<file path="config.mk">
export PLATFORM = sky130hd
export DESIGN_NAME = idwt53_row_flat
export DESIGN_NICKNAME = d
export VERILOG_FILES = /design/src/rtl/idwt53_pkg.sv /design/src/rtl/idwt53_row_if.sv /design/src/rtl/lift53_inv_step.sv /design/src/rtl/idwt53_row.sv /design/src/flat_wrapper.sv
export SDC_FILE = /design/constraint.sdc
export NUM_CORES = 1
export LEC_CHECK = 0
export ABC_AREA = 0
export CORE_ASPECT_RATIO = 2
export CORE_MARGIN = 5
export CORE_UTILIZATION = 45
export DETAILED_ROUTE_END_ITERATION = 10
export GPL_TIMING_DRIVEN = 0
export PLACE_DENSITY = 0.7
export SLEW_MARGIN = 20
export SYNTH_ARGS = -nofsm -noshare
export SYNTH_HDL_FRONTEND = slang
export SYNTH_SLANG_ARGS = --single-unit
</file>
<file path="constraint.sdc">
create_clock -name clk_fast -period 11.25 [get_ports clk_fast]
set_input_delay 2.25 -clock clk_fast [delete_from_list [all_inputs] [get_ports clk_fast]]
set_output_delay 2.25 -clock clk_fast [all_outputs]
set_load 0.01 [all_outputs]
</file>
<file path="src/rtl/idwt53_pkg.sv">
// Shared definitions for the LeGall 5/3 lifting datapaths.
// Holds the default coefficient width, the row-engine state enum and the
// update/predict helpers (sums carried in DATA_W+2 bits, results wrapped).
package idwt53_pkg;

    localparam int DATA_W_DEF = 16;
    localparam int SUM_W      = DATA_W_DEF + 2;
    localparam int ROUND_UPD  = 2;

    typedef enum logic [1:0] {
        IDLE,
        RUN,
        FLUSH
    } state_t;

    typedef logic signed [DATA_W_DEF-1:0] coef_t;
    typedef logic signed [SUM_W-1:0]      sum_t;

    function automatic sum_t sext(input coef_t v);
        return {{(SUM_W-DATA_W_DEF){v[DATA_W_DEF-1]}}, v};
    endfunction

    // x[2n] = s[n] - ((d_a + d_b + 2) >>> 2), wrapped to DATA_W
    function automatic coef_t lift_update(input coef_t s, input coef_t d_a, input coef_t d_b);
        sum_t t;
        t = sext(d_a) + sext(d_b) + sum_t'(ROUND_UPD);
        t = t >>> 2;
        t = sext(s) - t;
        return t[DATA_W_DEF-1:0];
    endfunction

    // x[2n-1] = d + ((x_a + x_b) >>> 1), wrapped to DATA_W
    function automatic coef_t lift_predict(input coef_t d, input coef_t x_a, input coef_t x_b);
        sum_t t;
        t = sext(x_a) + sext(x_b);
        t = t >>> 1;
        t = sext(d) + t;
        return t[DATA_W_DEF-1:0];
    endfunction

endpackage

</file>
<file path="src/rtl/idwt53_row_if.sv">
// Coefficient-in / sample-out handshake bundle for idwt53_row.
// master: coefficient source + sample sink side; slave: the engine.
//   in_valid/in_ready/in_lo/in_hi/in_last      coefficient pair stream
//   out_valid/out_ready/out_even/out_odd/out_last  sample pair stream
interface idwt53_row_if #(
    parameter int DATA_W = idwt53_pkg::DATA_W_DEF
);
    logic                     in_valid;
    logic                     in_ready;
    logic signed [DATA_W-1:0] in_lo;
    logic signed [DATA_W-1:0] in_hi;
    logic                     in_last;
    logic                     out_valid;
    logic                     out_ready;
    logic signed [DATA_W-1:0] out_even;
    logic signed [DATA_W-1:0] out_odd;
    logic                     out_last;

    modport master (
        output in_valid, in_lo, in_hi, in_last, out_ready,
        input  in_ready, out_valid, out_even, out_odd, out_last
    );

    modport slave (
        input  in_valid, in_lo, in_hi, in_last, out_ready,
        output in_ready, out_valid, out_even, out_odd, out_last
    );
endinterface

</file>
<file path="src/rtl/lift53_inv_step.sv">
// One combinational inverse 5/3 lifting step.
//   s, d_prev, d_cur : s[n], d[n-1], d[n]
//   x_prev           : x[2n-2]
//   flush            : row end; x_even_new is forced to x_prev so the
//                      predict gives d_prev + x_prev (x[2N] := x[2N-2])
//   x_even_new       : x[2n]
//   x_odd            : x[2n-1]
module lift53_inv_step
    import idwt53_pkg::*;
(
    input  coef_t s,
    input  coef_t d_prev,
    input  coef_t d_cur,
    input  coef_t x_prev,
    input  logic  flush,
    output coef_t x_even_new,
    output coef_t x_odd
);
    coef_t xe_upd;

    always_comb begin
        xe_upd     = lift_update(s, d_prev, d_cur);
        x_even_new = flush ? x_prev : xe_upd;
        x_odd      = lift_predict(d_prev, x_prev, x_even_new);
    end
endmodule

</file>
<file path="src/rtl/idwt53_row.sv">
// Streaming inverse LeGall 5/3 row reconstruction, one pair per cycle.
//   clk_fast : clock, all state on rising edge
//   rst_n    : asynchronous active-low reset
//   bus      : idwt53_row_if slave (coefficient pairs in, sample pairs out)
module idwt53_row
    import idwt53_pkg::*;
#(
    parameter int DATA_W = DATA_W_DEF
) (
    input  logic               clk_fast,
    input  logic               rst_n,
    idwt53_row_if.slave        bus
);
    state_t state, state_nxt;

    logic signed [DATA_W-1:0] x_prev, x_prev_nxt;
    logic signed [DATA_W-1:0] d_prev, d_prev_nxt;
    logic signed [DATA_W-1:0] out_even, out_even_nxt;
    logic signed [DATA_W-1:0] out_odd, out_odd_nxt;
    logic                     out_valid, out_valid_nxt;
    logic                     out_last, out_last_nxt;

    logic signed [DATA_W-1:0] step_d_prev, step_d_cur, xe, xo;
    logic                     slot_free, accept, in_ready;

    assign slot_free = !out_valid || bus.out_ready;
    assign in_ready  = rst_n && (state != FLUSH) && slot_free;
    assign accept    = bus.in_valid && in_ready;

    // Pair 0 mirrors d[-1] := d[0]; FLUSH reuses d_prev for both taps.
    assign step_d_prev = (state == IDLE)  ? bus.in_hi : d_prev;
    assign step_d_cur  = (state == FLUSH) ? d_prev    : bus.in_hi;

    lift53_inv_step u_step (
        .s          (bus.in_lo),
        .d_prev     (step_d_prev),
        .d_cur      (step_d_cur),
        .x_prev     (x_prev),
        .flush      (state == FLUSH),
        .x_even_new (xe),
        .x_odd      (xo)
    );

    always_comb begin
        state_nxt     = state;
        x_prev_nxt    = x_prev;
        d_prev_nxt    = d_prev;
        out_even_nxt  = out_even;
        out_odd_nxt   = out_odd;
        out_last_nxt  = out_last;
        out_valid_nxt = out_valid && !bus.out_ready;
        case (state)
            IDLE: begin
                if (accept) begin
                    x_prev_nxt = xe;
                    d_prev_nxt = bus.in_hi;
                    state_nxt  = bus.in_last ? FLUSH : RUN;
                end
            end
            RUN: begin
                if (accept) begin
                    out_even_nxt  = x_prev;
                    out_odd_nxt   = xo;
                    out_last_nxt  = 1'b0;
                    out_valid_nxt = 1'b1;
                    x_prev_nxt    = xe;
                    d_prev_nxt    = bus.in_hi;
                    state_nxt     = bus.in_last ? FLUSH : RUN;
                end
            end
            FLUSH: begin
                if (slot_free) begin
                    out_even_nxt  = x_prev;
                    out_odd_nxt   = xo;
                    out_last_nxt  = 1'b1;
                    out_valid_nxt = 1'b1;
                    state_nxt     = IDLE;
                end
            end
            default: state_nxt = IDLE;
        endcase
    end

    always_ff @(posedge clk_fast or negedge rst_n) begin
        if (!rst_n) begin
            state     <= IDLE;
            x_prev    <= '0;
            d_prev    <= '0;
            out_even  <= '0;
            out_odd   <= '0;
            out_valid <= 1'b0;
            out_last  <= 1'b0;
        end else begin
            state     <= state_nxt;
            x_prev    <= x_prev_nxt;
            d_prev    <= d_prev_nxt;
            out_even  <= out_even_nxt;
            out_odd   <= out_odd_nxt;
            out_valid <= out_valid_nxt;
            out_last  <= out_last_nxt;
        end
    end

    assign bus.in_ready  = in_ready;
    assign bus.out_valid = out_valid;
    assign bus.out_even  = out_even;
    assign bus.out_odd   = out_odd;
    assign bus.out_last  = out_last;
endmodule
</file>
<file path="src/flat_wrapper.sv">
// flat-port wrapper written by rule: the top's interface ports become plain ports
module idwt53_row_flat import idwt53_pkg::*;
#(
    parameter int DATA_W = DATA_W_DEF
)
  (clk_fast, rst_n, bus_in_valid, bus_in_lo, bus_in_hi, bus_in_last, bus_out_ready, bus_in_ready, bus_out_valid, bus_out_even, bus_out_odd, bus_out_last);
  idwt53_row_if #(.DATA_W(DATA_W)) bus_i ();
  input  logic clk_fast;
  input  logic rst_n;
  input wire logic [$bits(bus_i.in_valid)-1:0] bus_in_valid;
  input wire logic [$bits(bus_i.in_lo)-1:0] bus_in_lo;
  input wire logic [$bits(bus_i.in_hi)-1:0] bus_in_hi;
  input wire logic [$bits(bus_i.in_last)-1:0] bus_in_last;
  input wire logic [$bits(bus_i.out_ready)-1:0] bus_out_ready;
  output wire logic [$bits(bus_i.in_ready)-1:0] bus_in_ready;
  output wire logic [$bits(bus_i.out_valid)-1:0] bus_out_valid;
  output wire logic [$bits(bus_i.out_even)-1:0] bus_out_even;
  output wire logic [$bits(bus_i.out_odd)-1:0] bus_out_odd;
  output wire logic [$bits(bus_i.out_last)-1:0] bus_out_last;
  assign bus_i.in_valid = bus_in_valid;
  assign bus_i.in_lo = bus_in_lo;
  assign bus_i.in_hi = bus_in_hi;
  assign bus_i.in_last = bus_in_last;
  assign bus_i.out_ready = bus_out_ready;
  assign bus_in_ready = bus_i.in_ready;
  assign bus_out_valid = bus_i.out_valid;
  assign bus_out_even = bus_i.out_even;
  assign bus_out_odd = bus_i.out_odd;
  assign bus_out_last = bus_i.out_last;
  idwt53_row #(.DATA_W(DATA_W)) u_core (.clk_fast(clk_fast), .rst_n(rst_n), .bus(bus_i));
endmodule
</file>
* Word level (Yosys, flattened, before mapping)
Index checks and enable logic that the tools add are counted.
Widths: inputs -> output; s select.
** Storage, ports and cells
- Flip-flop bits (word level) :: 68
- Bits of input ports :: 37
- Output and inout bits :: 35
- Logic and storage cells :: 50
** Cells by class
- Add/sub/neg operators :: 5
- Equality and inequality tests :: 6
- Multiplexer cells :: 19
- Reductions and logical operators :: 13
** Operators with widths (count)
- $mux 16 :: 7
- $pmux 16 s2 :: 2
- $add 16x16->17 :: 2
- $add 17x3->18 const B :: 1
- $add 16x16->16 :: 1
- $sub 16x16->16 :: 1
- $mux 2 :: 3
- $ne 2x1->1 const B :: 3
- $logic_and 1x1->1 :: 4
- $mux 1 :: 4
- $pmux 1 s2 :: 2
- $pmux 2 s2 :: 1
- $reduce_and 2->1 :: 2
- $reduce_and 3->1 :: 1
- $eq 2x1->1 const B :: 1
- $eq 2x2->1 const B :: 1
- $logic_not 1->1 :: 2
- $logic_not 2->1 :: 1
- $ne 2x2->1 const B :: 1
- $reduce_bool 2->1 :: 1
- $reduce_or 2->1 :: 1
- $logic_or 1x1->1 :: 1

* Longest topological paths before layout
- Word-level depth :: 10
- Mapped depth :: 37

* By module
A second synthesis with hierarchy kept.
** Unflattened totals
- Cell total of the unflattened synthesis :: 700
- Area total of the unflattened synthesis :: 6456.2 sq um
** Modules (own cells, without submodules)
- idwt53_row :: times used 1, cells an instance 281, area an instance 3255.6 sq um
- lift53_inv_step :: times used 1, cells an instance 419, area an instance 3200.6 sq um

* Worst setup path before layout
No wires, ideal clock.
- Path type :: input to register
- Start point :: input bus_in_hi[2]
- End point :: register u_core.out_odd[15], in the netlist u_core.bus.out_odd[15]
- Library setup time :: 0.069 ns
- Arrival :: 8.000 ns
- Data required time :: 11.181 ns
- Setup slack :: 3.181 ns
- Stages on the path :: 29
- Path buffers :: 2
- Path through :: mux2_2 -> ha_1 -> fa_1 -> a21o_2 -> a221oi_4 -> nand2_1 -> a221o_1 -> xnor2_1 -> ha_1 -> buf_1 -> a21o_1 -> a41o_2 -> a21oi_1 -> xor2_1 -> o21ai_0 -> ha_1 -> a21oi_1 -> o21ai_0 -> a31oi_1 -> xnor2_1 -> ha_1 -> clkbuf_1 -> a21o_1 -> a31oi_1 -> o21ai_0 -> a21oi_1 -> o31ai_1 -> or4_1 -> nand3_1
** On the way
- Cells in the longest elaborated chain, start to end :: 9
- Elaborated cells between the ends (all ways) :: 11
- Classes of those cells :: add/sub (5); mux (6)
** RTL lines
- from (decl) :: RTL line flat_wrapper.sv:12 : input wire logic [$bits(bus_i.in_hi)-1:0] bus_in_hi;
- $mux 16 (on tied branches) :: RTL line idwt53_row.sv:31, idwt53_row.sv:32
- $add 16x16->17 (*) :: RTL line idwt53_pkg.sv:26 : t = sext(d_a) + sext(d_b) + sum_t'(ROUND_UPD);
- $add 17x3->18 (*) :: RTL line idwt53_pkg.sv:26
- $sub 16x16->16 (*) :: RTL line idwt53_pkg.sv:28 : t = sext(s) - t;
- $mux 16 (*) :: RTL line lift53_inv_step.sv:23 : x_even_new = flush ? x_prev : xe_upd;
- named net u_core.u_step.x_even_new[11] :: RTL line lift53_inv_step.sv:16 : output coef_t x_even_new,
- $add 16x16->17 (*) :: RTL line idwt53_pkg.sv:35 : t = sext(x_a) + sext(x_b);
- $add 16x16->16 (*) :: RTL line idwt53_pkg.sv:37 : t = sext(d) + t;
- $mux 16 (on tied branches) :: RTL line idwt53_row.sv:72, idwt53_row.sv:61
- $pmux 16 s2 (*) :: RTL line idwt53_row.sv:52 : case (state)
- to (signal assigned) :: RTL line idwt53_row.sv:98 : out_odd <= out_odd_nxt;
- to (decl) :: RTL line idwt53_row.sv:19 : logic signed [DATA_W-1:0] out_odd, out_odd_nxt;
Mark *: on every way through the listed nets, which the timed path passes. The rest lies on a longest branch. The select of a mux whose other input is x is not followed.
A chain may end at the register's enable or synchronous reset.

* Worst setup path after layout
- Start point :: input bus_in_hi[1]
- End point :: register u_core.out_odd[15], in the netlist u_core.bus.out_odd[15]
The elaborated chain is that of the path after synthesis.

==> results.toml <==
[setup_path]
crit_path_end = "u_core.bus.out_odd[15]$_DFFE_PN0P_"
cpPeakStageDelay_ps = 520
ff2ff_setup_slack_ps = 2660
cp_max_fo = 7
cp_slowest_cell = "clkdlybuf4s50_1"
arrival_ps = 9300
rr_worst_depth = 35
rr_startpoint = "u_core.state[0]$_DFFE_PN0P_"
worstSetupPathType = "in2reg"
r2r_end = "u_core.bus.out_odd[15]$_DFFE_PN0P_"
cp_data_required_time_ps = 11520
endpoint_kind = "flop"
startpoint = "bus_in_hi[1]"
cp-start-kind = "primary input"

[detailed_routing]
drt_wl_total_um = 17300
first_iter_violations = 233
drc = 0
avgViaCountPerCell = 5.66
detail-route-antenna-nets = 0
dr_total_vias = 5551
dr.pass1.iters = 4
wl_per_cell_um = 17.6

[logic_synthesis]
synth_warnings = 0
synth_edf_count = 0
synth.avg_cell_area_um2 = 8.95
muxShareOfSynthArea_pct = 10.1
ys_seq_area_share_pct = 27.0
synth_fa_ha_area_share_pct = 17.1
ys.flop_type = "dfrtp_1"
synth_top_family_by_area = "compound AO/OA/AOI/OAI gates"
syn_area_um2 = 6300
syn-num-nets = 825
synth_xor_xnor_area_share_pct = 6.95
synth_compound_area_share_pct = 18.7
synthesis.instances = 704
ys_seq_elements = 68
ys_async_sr_fraction_pct = 100
synth_cell_types = 71
yosys.area_share.simple_pct = 16.4

[global_routing]
grt_start_max_net_pins = 60
grtUsageTotal_pct = 21.1
grt_pass1_wl_um = 27500
antenna_found_initial = 0
grt_pass1_vias = 5821
gr-total-overflow = 0

[clock_tree]
cts_hold_buffers = 0
ctsLongestPathBuffers = 2
cts_sinks = 68
cts_resized = 0
postCtsSetupBuffers = 0
cts.clk_slew.worst_paths_ps = 60
cts_tree = "built"
cts-root-buf = "clkbuf_16"
clkLatencyLatePin_ps = 340
htreeDepth = 3
cts_buffers = 9

[floorplanning]
die_y_um = 177
ioPinCount = 72
coreArea_um2 = 13800
num_rows = 61
die_w_um = 93.7
initial_core_util_pct = 45.6
die-area_um2 = 16600

[final_layout]
multi_input_area_um2 = 4370
nets = 908
syn_to_final_growth_pct = 21.0
diodes = 0
layout_common_cells = "107 x nand2_1, 80 x ha_1, 70 x clkdlybuf4s50_1"
final_common_cell = "nand2_1"
regArea_um2 = 1700
fillers = 1290
drive_above_1_share_pct = 13.5

[timing]
drv_slew = 0
finalCritPeriodShare_pct = 80.2
max_freq_mhz = 111
min_period_ps = 9020
worst_pin_slew_ps = 708
grt_setup_unrepaired = "no"
relSlewSlack_pct = 52.8
hold_viol = 0
tns_ps = 0
fin_skew_ps = 9.67
setup_viol = 0

[place]
io_buffers = 71
dp_hpwl_um = 14100
gp_congestion = 0.937

[run_status]
status = "complete, no violations"

[flow_run]
drv_cap = 0

[hold_path]
min_path_type = "reg2reg"
synth_stat cells, types with 5 or more instances:
library cell	count	area, um2
nand4_1	7	43.8
nand3_1	7	35.0
a21oi_1	49	245
o21ai_0	57	285
xor2_1	22	193
and3_1	5	31.3
nand2b_1	17	106
buf_1	7	26.3
a211oi_1	5	37.5
or4_1	5	37.5
a21o_1	17	128
o21bai_1	6	45.0
clkbuf_1	10	37.5
inv_1	27	101
buf_2	5	25.0
xnor2_1	28	245
nor3_1	7	35.0
nand2_1	107	402
mux2_2	55	619
nor2_1	21	78.8
dfrtp_1	68	1700
nor2b_1	8	50.1
ha_1	80	1000
routing by layer:
| layer | part of all wire [%] | GRT usage (%) |
|---|---|---|
| met3 | 3.3 | 2.38 |
| met1 | 35 | 20.4 |
| met4 | 4.6 | 10.2 |
| met5 | 0 | 0 |
| met2 | 57 | 42.2 |
cells by family after synthesis:
kind of cell	after synthesis
AO/OA/AOI/OAI	183
XOR/XNOR	50
adder cells (fa/ha/maj)	84
buffers and inverters	52
flip-flops	68
multiplexers	57
AND/OR/NAND/NOR	210
metrics by stage:
step	util, %	cell area (um2)	hold slack (ps)	instances	setup WS, ps
global route	55.2	7630	495	981	1790
CTS	55.2	7630	477	981	2300
detailed placement	52.7	7280	463	965	1960
finish	55.2	7630	473	981	2230
global placement	52.5	7250	460	964	1970
floorplan	-	6300	474	704	3180
worst max-delay path: cells and delay by family:
kind / cells / cell delay, ps
AOI/OAI and AO/OA: 14 / 2670
adders and majority gates: 5 / 1660
and+or+nand+nor: 6 / 1230
buffers and inverters: 3 / 790
xor gates and xnor gates: 3 / 500
muxes: 1 / 200
worst min path at each step:
stage / from / endpoint / slack, ps / cells past startpoint
after CTS: u_core.bus.out_odd[0]$_DFFE_PN0P_ / u_core.bus.out_odd[0]$_DFFE_PN0P_ / 480 / 2
final: u_core.bus.out_odd[0]$_DFFE_PN0P_ / u_core.bus.out_odd[0]$_DFFE_PN0P_ / 470 / 2
after detailed placement: u_core.bus.out_odd[0]$_DFFE_PN0P_ / u_core.bus.out_odd[0]$_DFFE_PN0P_ / 460 / 2
after global placement: u_core.bus.out_even[2]$_DFFE_PN0P_ / u_core.bus.out_even[2]$_DFFE_PN0P_ / 460 / 2
after global routing: u_core.bus.out_even[5]$_DFFE_PN0P_ / u_core.bus.out_even[5]$_DFFE_PN0P_ / 490 / 2
after floorplan: u_core.state[1]$_DFFE_PN0P_ / u_core.state[1]$_DFFE_PN0P_ / 470 / 2
state kept, by name, summed over array words and instances (netlist names):
signal and count:
u_core.d_prev 16, u_core.bus.out_odd 16, u_core.bus.out_even 16, u_core.x_prev 16, u_core.state 2, u_core.bus.out_last 1, u_core.bus.out_valid 1
area by class of cell:
class | count | area share [%]
clock buffer | 10 | 3.13
tap | 189 | 3.10
timing repair buffer | 72 | 9.65
sequential | 68 | 22.3
multi-input combinational | 584 | 57.3
clock inverter | 6 | 1.46
buffer | 25 | 1.67
inverter | 27 | 1.33
Power is left out: the tool's default activity adds up to more than one toggle a clock period on the data nets, which glitch-free logic cannot reach.
